--- config.mk ---
export PLATFORM = sky130hd
export DESIGN_NAME = cpu_control_unit
export DESIGN_NICKNAME = d
export VERILOG_FILES = /design/src/rtl/cpu_control_unit.sv
export SDC_FILE = /design/constraint.sdc
export NUM_CORES = 1
export LEC_CHECK = 0
export CORE_ASPECT_RATIO = 0.9
export CORE_MARGIN = 10
export CORE_UTILIZATION = 23
export DETAILED_ROUTE_END_ITERATION = 10
export HOLD_SLACK_MARGIN = 0.12
export PLACE_DENSITY = 0.54
export SETUP_SLACK_MARGIN = 0.1
export SLEW_MARGIN = 20
export SYNTH_ARGS = -nofsm -noshare
export SYNTH_HDL_FRONTEND = slang
export SYNTH_SLANG_ARGS = --single-unit
--- constraint.sdc ---
create_clock -name clk -period 2.2 [get_ports clk]
set_input_delay 0.33 -clock clk [delete_from_list [all_inputs] [get_ports clk]]
set_output_delay 0.33 -clock clk [all_outputs]
set_load 0.01 [all_outputs]
--- src/rtl/cpu_control_unit.sv ---
// Multi-cycle accumulator CPU control unit: fetch/decode/execute FSM driving an external RAM and ALU.
// Optional opcode 4 (Subtract) is enabled by defining CPU_CTRL_SUBT_EN.
module cpu_control_unit #(
    parameter int          ADDR_WIDTH = 14,
    parameter int          DATA_WIDTH = 16,
    parameter int unsigned START_ADDR = 'h100
) (
    input  logic                  clk,
    input  logic                  rst,
    input  logic                  start,
    output logic [ADDR_WIDTH-1:0] mem_addr,
    output logic [DATA_WIDTH-1:0] mem_wdata,
    input  logic [DATA_WIDTH-1:0] mem_rdata,
    output logic                  mem_cs,
    output logic                  mem_we,
    output logic                  mem_oe,
    output logic [DATA_WIDTH-1:0] alu_a,
    output logic [DATA_WIDTH-1:0] alu_b,
    output logic [1:0]            alu_sel,
    input  logic [DATA_WIDTH-1:0] alu_out,
    output logic                  busy,
    output logic                  halted,
    output logic [ADDR_WIDTH-1:0] pc_out,
    output logic [DATA_WIDTH-1:0] ac_out
);

`ifdef CPU_CTRL_SUBT_EN
    localparam bit SUBT_EN = 1'b1;
`else
    localparam bit SUBT_EN = 1'b0;
`endif

    localparam logic [3:0] OP_LOAD  = 4'h1;
    localparam logic [3:0] OP_STORE = 4'h2;
    localparam logic [3:0] OP_ADD   = 4'h3;
    localparam logic [3:0] OP_SUBT  = 4'h4;
    localparam logic [3:0] OP_HALT  = 4'h7;
    localparam logic [3:0] OP_SKIP  = 4'h8;
    localparam logic [3:0] OP_JUMP  = 4'h9;
    localparam logic [3:0] OP_CLEAR = 4'hA;

    typedef enum logic [3:0] {
        IDLE, F_ADDR, F_READ, DECODE, E_ADDR, E_READ, E_ALU, E_WB, E_STORE, HALT
    } state_t;

    state_t                state;
    logic [ADDR_WIDTH-1:0] pc;
    logic [DATA_WIDTH-1:0] ir;
    logic [DATA_WIDTH-1:0] mbr;
    logic [DATA_WIDTH-1:0] ac;
    logic                  cs_q;
    logic                  we_q;
    logic                  oe_q;
    logic [1:0]            alu_sel_q;
    logic [DATA_WIDTH-1:0] alu_a_q;
    logic [DATA_WIDTH-1:0] alu_b_q;
    logic [DATA_WIDTH-1:0] wdata_q;

    logic [3:0]            opcode;
    logic [ADDR_WIDTH-1:0] operand_addr;
    logic                  is_arith;
    logic                  ac_neg;
    logic                  ac_zero;
    logic                  skip_cond;

    assign opcode       = ir[DATA_WIDTH-1 -: 4];
    assign operand_addr = ADDR_WIDTH'(ir[11:0]);
    assign is_arith     = (opcode == OP_ADD) || (SUBT_EN && (opcode == OP_SUBT));
    assign ac_neg       = ac[DATA_WIDTH-1];
    assign ac_zero      = (ac == '0);

    always_comb begin
        skip_cond = 1'b0;
        case (ir[11:10])
            2'b00:   skip_cond = ac_neg;
            2'b01:   skip_cond = ac_zero;
            2'b10:   skip_cond = !ac_neg && !ac_zero;
            default: skip_cond = 1'b0;
        endcase
    end

    always_ff @(posedge clk) begin
        if (rst) begin
            state     <= IDLE;
            pc        <= '0;
            ir        <= '0;
            mbr       <= '0;
            ac        <= '0;
            mem_addr  <= '0;
            cs_q      <= 1'b0;
            we_q      <= 1'b0;
            oe_q      <= 1'b0;
            alu_sel_q <= '0;
            alu_a_q   <= '0;
            alu_b_q   <= '0;
            wdata_q   <= '0;
        end else begin
            cs_q      <= 1'b0;
            we_q      <= 1'b0;
            oe_q      <= 1'b0;
            alu_sel_q <= '0;
            alu_a_q   <= '0;
            alu_b_q   <= '0;
            wdata_q   <= '0;
            unique case (state)
                IDLE: begin
                    if (start) begin
                        pc    <= ADDR_WIDTH'(START_ADDR);
                        state <= F_ADDR;
                    end
                end
                F_ADDR: begin
                    mem_addr <= pc;
                    cs_q     <= 1'b1;
                    oe_q     <= 1'b1;
                    state    <= F_READ;
                end
                F_READ: begin
                    ir    <= mem_rdata;
                    state <= DECODE;
                end
                DECODE: begin
                    pc <= pc + ADDR_WIDTH'(1);
                    case (opcode)
                        OP_LOAD, OP_STORE, OP_ADD:  state <= E_ADDR;
                        OP_SUBT:                    state <= SUBT_EN ? E_ADDR : F_ADDR;
                        OP_SKIP, OP_JUMP, OP_CLEAR: state <= E_WB;
                        OP_HALT:                    state <= HALT;
                        default:                    state <= F_ADDR;
                    endcase
                end
                E_ADDR: begin
                    mem_addr <= operand_addr;
                    cs_q     <= 1'b1;
                    if (opcode == OP_STORE) begin
                        mbr     <= ac;
                        wdata_q <= ac;
                        we_q    <= 1'b1;
                        state   <= E_STORE;
                    end else begin
                        oe_q  <= 1'b1;
                        state <= E_READ;
                    end
                end
                E_READ: begin
                    mbr <= mem_rdata;
                    if (is_arith) begin
                        alu_a_q   <= ac;
                        alu_b_q   <= mem_rdata;
                        alu_sel_q <= (opcode == OP_SUBT) ? 2'b10 : 2'b01;
                        state     <= E_ALU;
                    end else begin
                        state <= E_WB;
                    end
                end
                E_ALU: begin
                    // Result parked in MBR: alu_sel returns to 00 in E_WB, so alu_out is no longer valid there.
                    mbr   <= alu_out;
                    state <= E_WB;
                end
                E_WB: begin
                    case (opcode)
                        OP_LOAD, OP_ADD, OP_SUBT: ac <= mbr;
                        OP_SKIP:  if (skip_cond) pc <= pc + ADDR_WIDTH'(1);
                        OP_JUMP:  pc <= operand_addr;
                        OP_CLEAR: ac <= '0;
                        default:  ;
                    endcase
                    state <= F_ADDR;
                end
                E_STORE: state <= F_ADDR;
                HALT:    state <= HALT;
                default: state <= IDLE;
            endcase
        end
    end

    // Bus strobes are masked by rst so a store caught mid-cycle by reset never commits.
    assign mem_cs    = cs_q && !rst;
    assign mem_we    = we_q && !rst;
    assign mem_oe    = oe_q && !rst;
    assign mem_wdata = rst ? '0 : wdata_q;
    assign alu_a     = rst ? '0 : alu_a_q;
    assign alu_b     = rst ? '0 : alu_b_q;
    assign alu_sel   = rst ? '0 : alu_sel_q;
    assign busy      = !rst && (state != IDLE) && (state != HALT);
    assign halted    = !rst && (state == HALT);
    assign pc_out    = pc;
    assign ac_out    = ac;

endmodule

==> results of run 1 <==
-- timing repair --
item                                    4_1_cts  5_1_grt
hold buffers                                  0        0
pin swaps                                     4        1
gates resized for setup                       7        7
buffers inserted                              0        1
endpoints found under the setup margin        8       30
-- report_power, final --
group / total [mW] / switching, mW / internal, mW / leakage [nW]
combinational: 1.11 / 0.609 / 0.496 / 1.57
clock: 2.81 / 1.10 / 1.71 / 0.286
sequential: 2.73 / 0.109 / 2.62 / 1.11
total: 6.64 / 1.81 / 4.82 / 2.97
-- metal layers --
metal,vias up,part of all wire [%]
li1,2645,-
met1,2424,47
met2,133,46
met3,16,5.4
met4,0,1.4
met5,-,0
-- area by class of cell --
class	instances	area share [%]
clock inverters	9	1.02
repair buffers	191	21.2
flip-flops and latches	137	32.6
well taps	342	5.08
multi-input cells	482	34.0
inverters	5	0.223
clock buffers	23	5.91
-- layout by cell type (no fill, tap or decap), types with 3 or more instances in the layout --
cell type,instances
nand3_1,32
buf_4,56
nor2b_1,60
nor2_1,51
o31ai_1,5
clkinv_2,3
clkdlybuf4s50_1,130
clkbuf_16,17
inv_1,4
and2_1,50
nor3_1,11
or3_1,5
nor3_4,3
nand2_1,83
clkbuf_8,5
nand2b_1,4
dfxtp_1,136
or2_2,3
a22oi_1,16
mux2i_1,17
o21ai_1,11
a311oi_1,17
a211oi_1,15
a21oi_1,51
nor4_2,4
nand4_1,3
-- worst max-delay path: cells and delay by family, from the launching register on --
kind	cells	cell delay [ns]
flip-flops	1	0.32
AO/OA/AOI/OAI	2	0.50
AND/OR/NAND/NOR	3	0.99
multiplexers	1	0.19
-- metrics by stage --
stage               setup WS [ns]  power, mW
floorplan                   0.303       3.39
global placement           0.0605       3.87
detailed placement         0.0146       3.88
CTS                         0.105       6.71
global route               0.0151       6.94
finish                      0.140       6.64
-- state kept, by name (all words and copies together), names as in the netlist, 2 cells and up, named ones only --
| register | flops |
|---|---|
| alu_b_q | 16 |
| ir | 16 |
| alu_a_q | 16 |
| alu_sel_q | 2 |
| state | 4 |
| pc_out | 14 |
| ac_out | 16 |
| wdata_q | 16 |
| mem_addr | 14 |
| mbr | 16 |
-- how the worst min path moves through the flow --
stage,startpoint,to,slack [ns],depth (start not counted)
final,rst,pc_out[0]$_SDFFE_PP0P_,0.43,3
after global placement,mbr[6]$_SDFFE_PP0P_,ac_out[6]$_SDFFE_PP0P_,0.46,2
after floorplan,mbr[0]$_SDFFE_PP0P_,ac_out[0]$_SDFFE_PP0P_,0.45,2
after CTS,rst,pc_out[0]$_SDFFE_PP0P_,0.42,3
after global routing,rst,pc_out[0]$_SDFFE_PP0P_,0.45,3
after detailed placement,mbr[1]$_SDFFE_PP0P_,ac_out[1]$_SDFFE_PP0P_,0.46,2
-- kinds of logic (layout without fill, tap and decap cells) --
logic type,count (synthesis),in the layout,share of synthesized area (%)
other cells,1,1,0.0647
compound gates,135,135,15.5
xor+xnor,1,1,0.151
flops,137,137,47.4
buf+inv,53,228,4.32
fa+ha+maj,1,1,0.216
mux,17,17,2.94
simple gates,327,327,29.5
==> reports/summary.txt, run 1 <==
status: completed
Die H: 171 µm
first-pass GRT wire length: 30700 µm
asr flop ratio synth: 0%
# rows: 55
GPL Wtd Cong: 0.817
grt ovf: 0
Max Freq: 486 MHz
main flop type after synthesis: dfxtp_1
Post-Place Cells: 1156
Worst setup SP type: flop
Final Cycle Share: 93.6%
crit path from: ac_out[0]$_SDFFE_PP0P_
crit path to: pc_out[13]$_SDFFE_PP0P_
max incr delay on CP: 0.48 ns
syn_nets: 708
I/O pins: 134
Buffers on Ports: 133
M3 GR Usage: 3.11%
drt pass-1 iters: 5
initial antenna violation count: 0
Worst Tran Pin Value: 0.625 ns
Syn Std Cell Area: 5790 µm²
R2R depth: 6
Synth Instances: 672
Fill cells: 2603
setup slack, reg-to-reg: 0.14 ns
Max-slew headroom: 58.2%
Antenna Cells: 0
clk_skew: 0.0167 ns
worst-case hold slack: 0.431 ns
count leader, synth: dfxtp_1
DRC Markers: 0
GR met2 Demand/Resource: 19.1%
FF+latch area: 2740 µm²
type of the worst min-delay path: in -> reg
final setup fails: 0
final instance area: 8430 µm²
post-DR wirelength/cell: 16.4 µm
non-filler cells, final: 1189
TritonCTS clock tree: done
Distinct cells, synth: 53
core region area: 25000 µm²
gr usage total: 12.2%
RSZ-0062 raised after global routing: true
max cap viols: 0
maximum buffer depth of the clock tree: 2
Synth area leaders: dfxtp_1 47%, nor2b_1 6.5%, and2_1 5.4%, nand2_1 5.4%, a21oi_1 4.4%
Top Usage Layer GRT: met2
Post-synth EDFFs: 0
setup tns final: 0 ns
WP data arrival: 2.41 ns
peak fanout along the critical path: 5
CP required: 2.55 ns
crit path kind: reg -> reg
vias in the first global route: 5139
R2R Path End: pc_out[13]$_SDFFE_PP0P_
placement-stage cell area: 7780 µm²
Final nets: 870
Max IR drop VDD: 522 µV
TritonCTS buffer count: 17
area of the multi-input gates: 2860 µm²
final wirelength: 19500 µm
GRT met1 Usage: 16.0%
Die W: 187 µm
Synth warnings: 0
worst r2r src: ac_out[0]$_SDFFE_PP0P_
routed vias/inst: 4.39
Via Count: 5218
H-tree depth: 4
Max Transition Viols Final: 0
top cell type's share of synthesized area: 47.4%
critical-path cell list: nor4_2 -> nand4_1 -> mux2i_1 -> a211o_1 -> or4_1 -> a21oi_1
largest net degree at the start of global routing: 63
Hold Vio Cnt, Final: 0
die area: 31900 µm²
Num Clock Sinks: 137
Seq cells post-synth: 137
share of cells above drive strength 1: 13.2%
Initial Util: 23.2%
clock-pin slew on the worst setup and hold paths: 0.06 ns
synth cell count leaders: 137 x dfxtp_1, 83 x nand2_1, 60 x nor2b_1
cell taking the most area after synthesis: dfxtp_1
leakage power: 2.97 nW
CP Capture Type: flop
fin util: 33.7%
CP max-delay cell: or4_1
DRT iter0 DRCs: 368
PD cells: 788 nW/µm²
Clock Latency Late Sink: 0.42 ns
post-DP HPWL: 14500 µm
clk root buf: clkbuf_16
syn_area_per_cell: 8.62 µm²
DRT antenna net count: 0
Tmin final: 2.06 ns
Layout area overhead: 45.5%
Seq/Total Area, Yosys: 47.4%
Power figures use the tool's default switching activity.
==> run 2, diff against run 1 <==
--- a/config.mk
+++ b/config.mk
@@ -5,6 +5,7 @@
 export SDC_FILE = /design/constraint.sdc
 export NUM_CORES = 1
 export LEC_CHECK = 0
+export CAP_MARGIN = 20
 export CORE_ASPECT_RATIO = 0.9
 export CORE_MARGIN = 10
 export CORE_UTILIZATION = 23
==> run 2 against run 1 <==
- clock power is essentially flat
- routed wire length grew 0.65%
- sequential cell count is the same
- cell count grew 0.42%
- count of clock-buffer cells in the layout is the same
- combinational power grew 5%
- worst hold slack lost 0.0035 ns
- core utilization grew 0.36 points
- die area is the same
- critical path depth grew 1
- register-to-register slack is essentially flat
- highest routed layer unchanged
==> reports/summary.txt, run 2 (synthesis gave the netlist of run 1 again) <==
status: completed
CP Capture Type: flop
die area: 31900 µm² (unchanged)
setup slack, reg-to-reg: 0.14 ns (about the same)
worst r2r src: ac_out[7]$_SDFFE_PP0P_
leakage power: 3.00 nW (+1.2%)
clk_skew: 0.0167 ns (+0.00000330 ns)
fin util: 34.1% (+0.36 points)
Num Clock Sinks: 137 (unchanged)
R2R Path End: pc_out[4]$_SDFFE_PP0P_
crit path kind: reg -> reg
post-DP HPWL: 14500 µm (unchanged)
DRT antenna net count: 0 (unchanged)
TritonCTS buffer count: 17 (unchanged)
Buffers on Ports: 133 (unchanged)
Die W: 187 µm (unchanged)
max incr delay on CP: 0.38 ns (-0.10 ns)
Initial Util: 23.2% (unchanged)
maximum buffer depth of the clock tree: 2 (unchanged)
drt pass-1 iters: 4 (-1)
DRT iter0 DRCs: 301 (-18%)
critical-path cell list: nor4_4 -> nand4_1 -> mux2i_2 -> a211o_1 -> buf_6 -> or3_1 -> o31ai_1
Max IR drop VDD: 522 µV (about the same)
clk root buf: clkbuf_16
Antenna Cells: 0 (unchanged)
min-delay src: rst
WHS Path Cells: 3 (unchanged)
Worst setup SP type: flop
WP data arrival: 2.39 ns (-0.02 ns)
routed vias/inst: 4.42 (+0.80%)
Layout area overhead: 47.0%
Max Freq: 485 MHz (-0.20%)
vias in the first global route: 5139 (unchanged)
initial antenna violation count: 0 (unchanged)
first-pass GRT wire length: 30700 µm (unchanged)
Worst Hold Path EP: pc_out[0]$_SDFFE_PP0P_
highest routed metal layer: met4
routed wl met2: 9000 µm (+0.37%)
max cap viols: 0 (unchanged)
# rows: 55 (unchanged)
I/O pins: 134 (unchanged)
Hold Vio Cnt, Final: 0 (unchanged)
Max Transition Viols Final: 0 (unchanged)
GPL Wtd Cong: 0.817 (unchanged)
Final Cycle Share: 93.8% (+0.18 points)
Die H: 171 µm (unchanged)
largest net degree at the start of global routing: 63 (unchanged)
Post-Route M1 WL: 9170 µm (-0.41%)
R2R depth: 7 (+1)
type of the worst min-delay path: in -> reg
TritonCTS clock tree: done
final setup fails: 0 (unchanged)
Tmin final: 2.06 ns (+0.00403 ns)
commonest non-fill, non-tap cell in the layout: dfxtp_1
post-DR wirelength/cell: 16.4 µm (+0.23%)
setup tns final: 0 ns (unchanged)
peak fanout along the critical path: 7 (+2)
Clock Latency Late Sink: 0.42 ns (about the same)
share of cells above drive strength 1: 15.5% (+2.3 points)
PD cells: 786 nW/µm² (-0.25%)
RSZ-0062 raised after global routing: true
CP max-delay cell: a211o_1
clock-pin slew on the worst setup and hold paths: 0.06 ns (about the same)
core region area: 25000 µm² (unchanged)
hold buffers post-CTS: 0 (unchanged)
CP required: 2.53 ns (-0.02 ns)
grt ovf: 0 (unchanged)
H-tree depth: 4 (unchanged)
Final nets: 875 (+0.57%)
most frequent cells in the layout: 131 x dfxtp_1, 130 x clkdlybuf4s50_1, 83 x nand2_1
DRC Markers: 0 (unchanged)
metal3 WL: 1190 µm (+13%)
final wirelength: 19600 µm (+0.65%)
gr usage total: 12.2% (unchanged)
Via Count: 5282 (+1.2%)
-- run 2: changes by cell type in the layout (fill, tap and decap cells not counted), sizes merged --
cell	before	now
buf	59	64
-- run 2: metal layers --
layer | up-vias | GRT usage, %
met4 | 0 | 3.82
met3 | 16 | 3.11
li1 | 2660 | -
met2 | 143 | 19.1
met1 | 2463 | 16.0
met5 | - | 0
-- run 2: cell type report --
class | count | area (µm²)
fillers | 2595 | 16500
inverters | 5 | 18.8
flip-flops and latches | 137 | 2750
repair buffers | 196 | 1830
clock buffers | 23 | 498
clock inverters | 9 | 86.3
multi-input cells | 482 | 2900
well taps | 342 | 428
-- run 2: what timing repair did --
action | CTS | global route
endpoints found under the setup margin | 8 | 14
buffers inserted | 0 | 5
hold endpoints to repair | 0 | 0
gates resized for setup | 7 | 26
pin swaps | 4 | 17
-- run 2: worst max-delay path, delay by kind of cell (launching register included) --
family	cells	cell delay [ns]
and+or+nand+nor	3	0.80
buffers and inverters	1	0.17
AOI/OAI and AO/OA	2	0.45
DFF	1	0.33
muxes	1	0.22
-- run 2: worst max-delay path by stage --
stage / from / cells after the start / end / slack [ns]
5_1_grt: ac_out[7]$_SDFFE_PP0P_ / 7 / pc_out[7]$_SDFFE_PP0P_ / 0.03
6_report: ac_out[7]$_SDFFE_PP0P_ / 7 / pc_out[4]$_SDFFE_PP0P_ / 0.14
2_1_floorplan: ir[14]$_SDFFE_PP0P_ / 9 / ac_out[15]$_SDFFE_PP0P_ / 0.30
4_1_cts: ac_out[15]$_SDFFE_PP0P_ / 6 / pc_out[13]$_SDFFE_PP0P_ / 0.10
3_5_place_dp: ac_out[8]$_SDFFE_PP0P_ / 7 / pc_out[4]$_SDFFE_PP0P_ / 0.01
3_3_place_gp: start / 6 / pc_out[13]$_SDFFE_PP0P_ / 0.06
-- run 2: power by group --
part	leakage (nW)	total [mW]	internal (mW)	switching (mW)
registers	1.11	2.73	2.62	0.108
logic	1.61	1.16	0.529	0.627
clock network	0.286	2.81	1.71	1.10
-- run 2: metrics by stage --
step / hold WS (ns) / cells / area, µm² / power, mW / setup slack, ns
2_1_floorplan: 0.448 / 672 / 5790 / 3.39 / 0.303
3_3_place_gp: 0.459 / 1156 / 7780 / 3.87 / 0.0605
3_5_place_dp: 0.462 / 1156 / 7780 / 3.88 / 0.0146
6_report: 0.427 / 1194 / 8520 / 6.69 / 0.136
4_1_cts: 0.422 / 1188 / 8390 / 6.71 / 0.105
5_1_grt: 0.448 / 1194 / 8520 / 6.99 / 0.0330
==> run 3, diff against run 2 <==
--- a/config.mk
+++ b/config.mk
@@ -10,6 +10,7 @@
 export CORE_MARGIN = 10
 export CORE_UTILIZATION = 23
 export DETAILED_ROUTE_END_ITERATION = 10
+export GPL_ROUTABILITY_DRIVEN = 0
 export HOLD_SLACK_MARGIN = 0.12
 export PLACE_DENSITY = 0.54
 export SETUP_SLACK_MARGIN = 0.1
==> results of run 3 <==
Same layout as run 2: the final DEF is identical, and so are final timing and power.
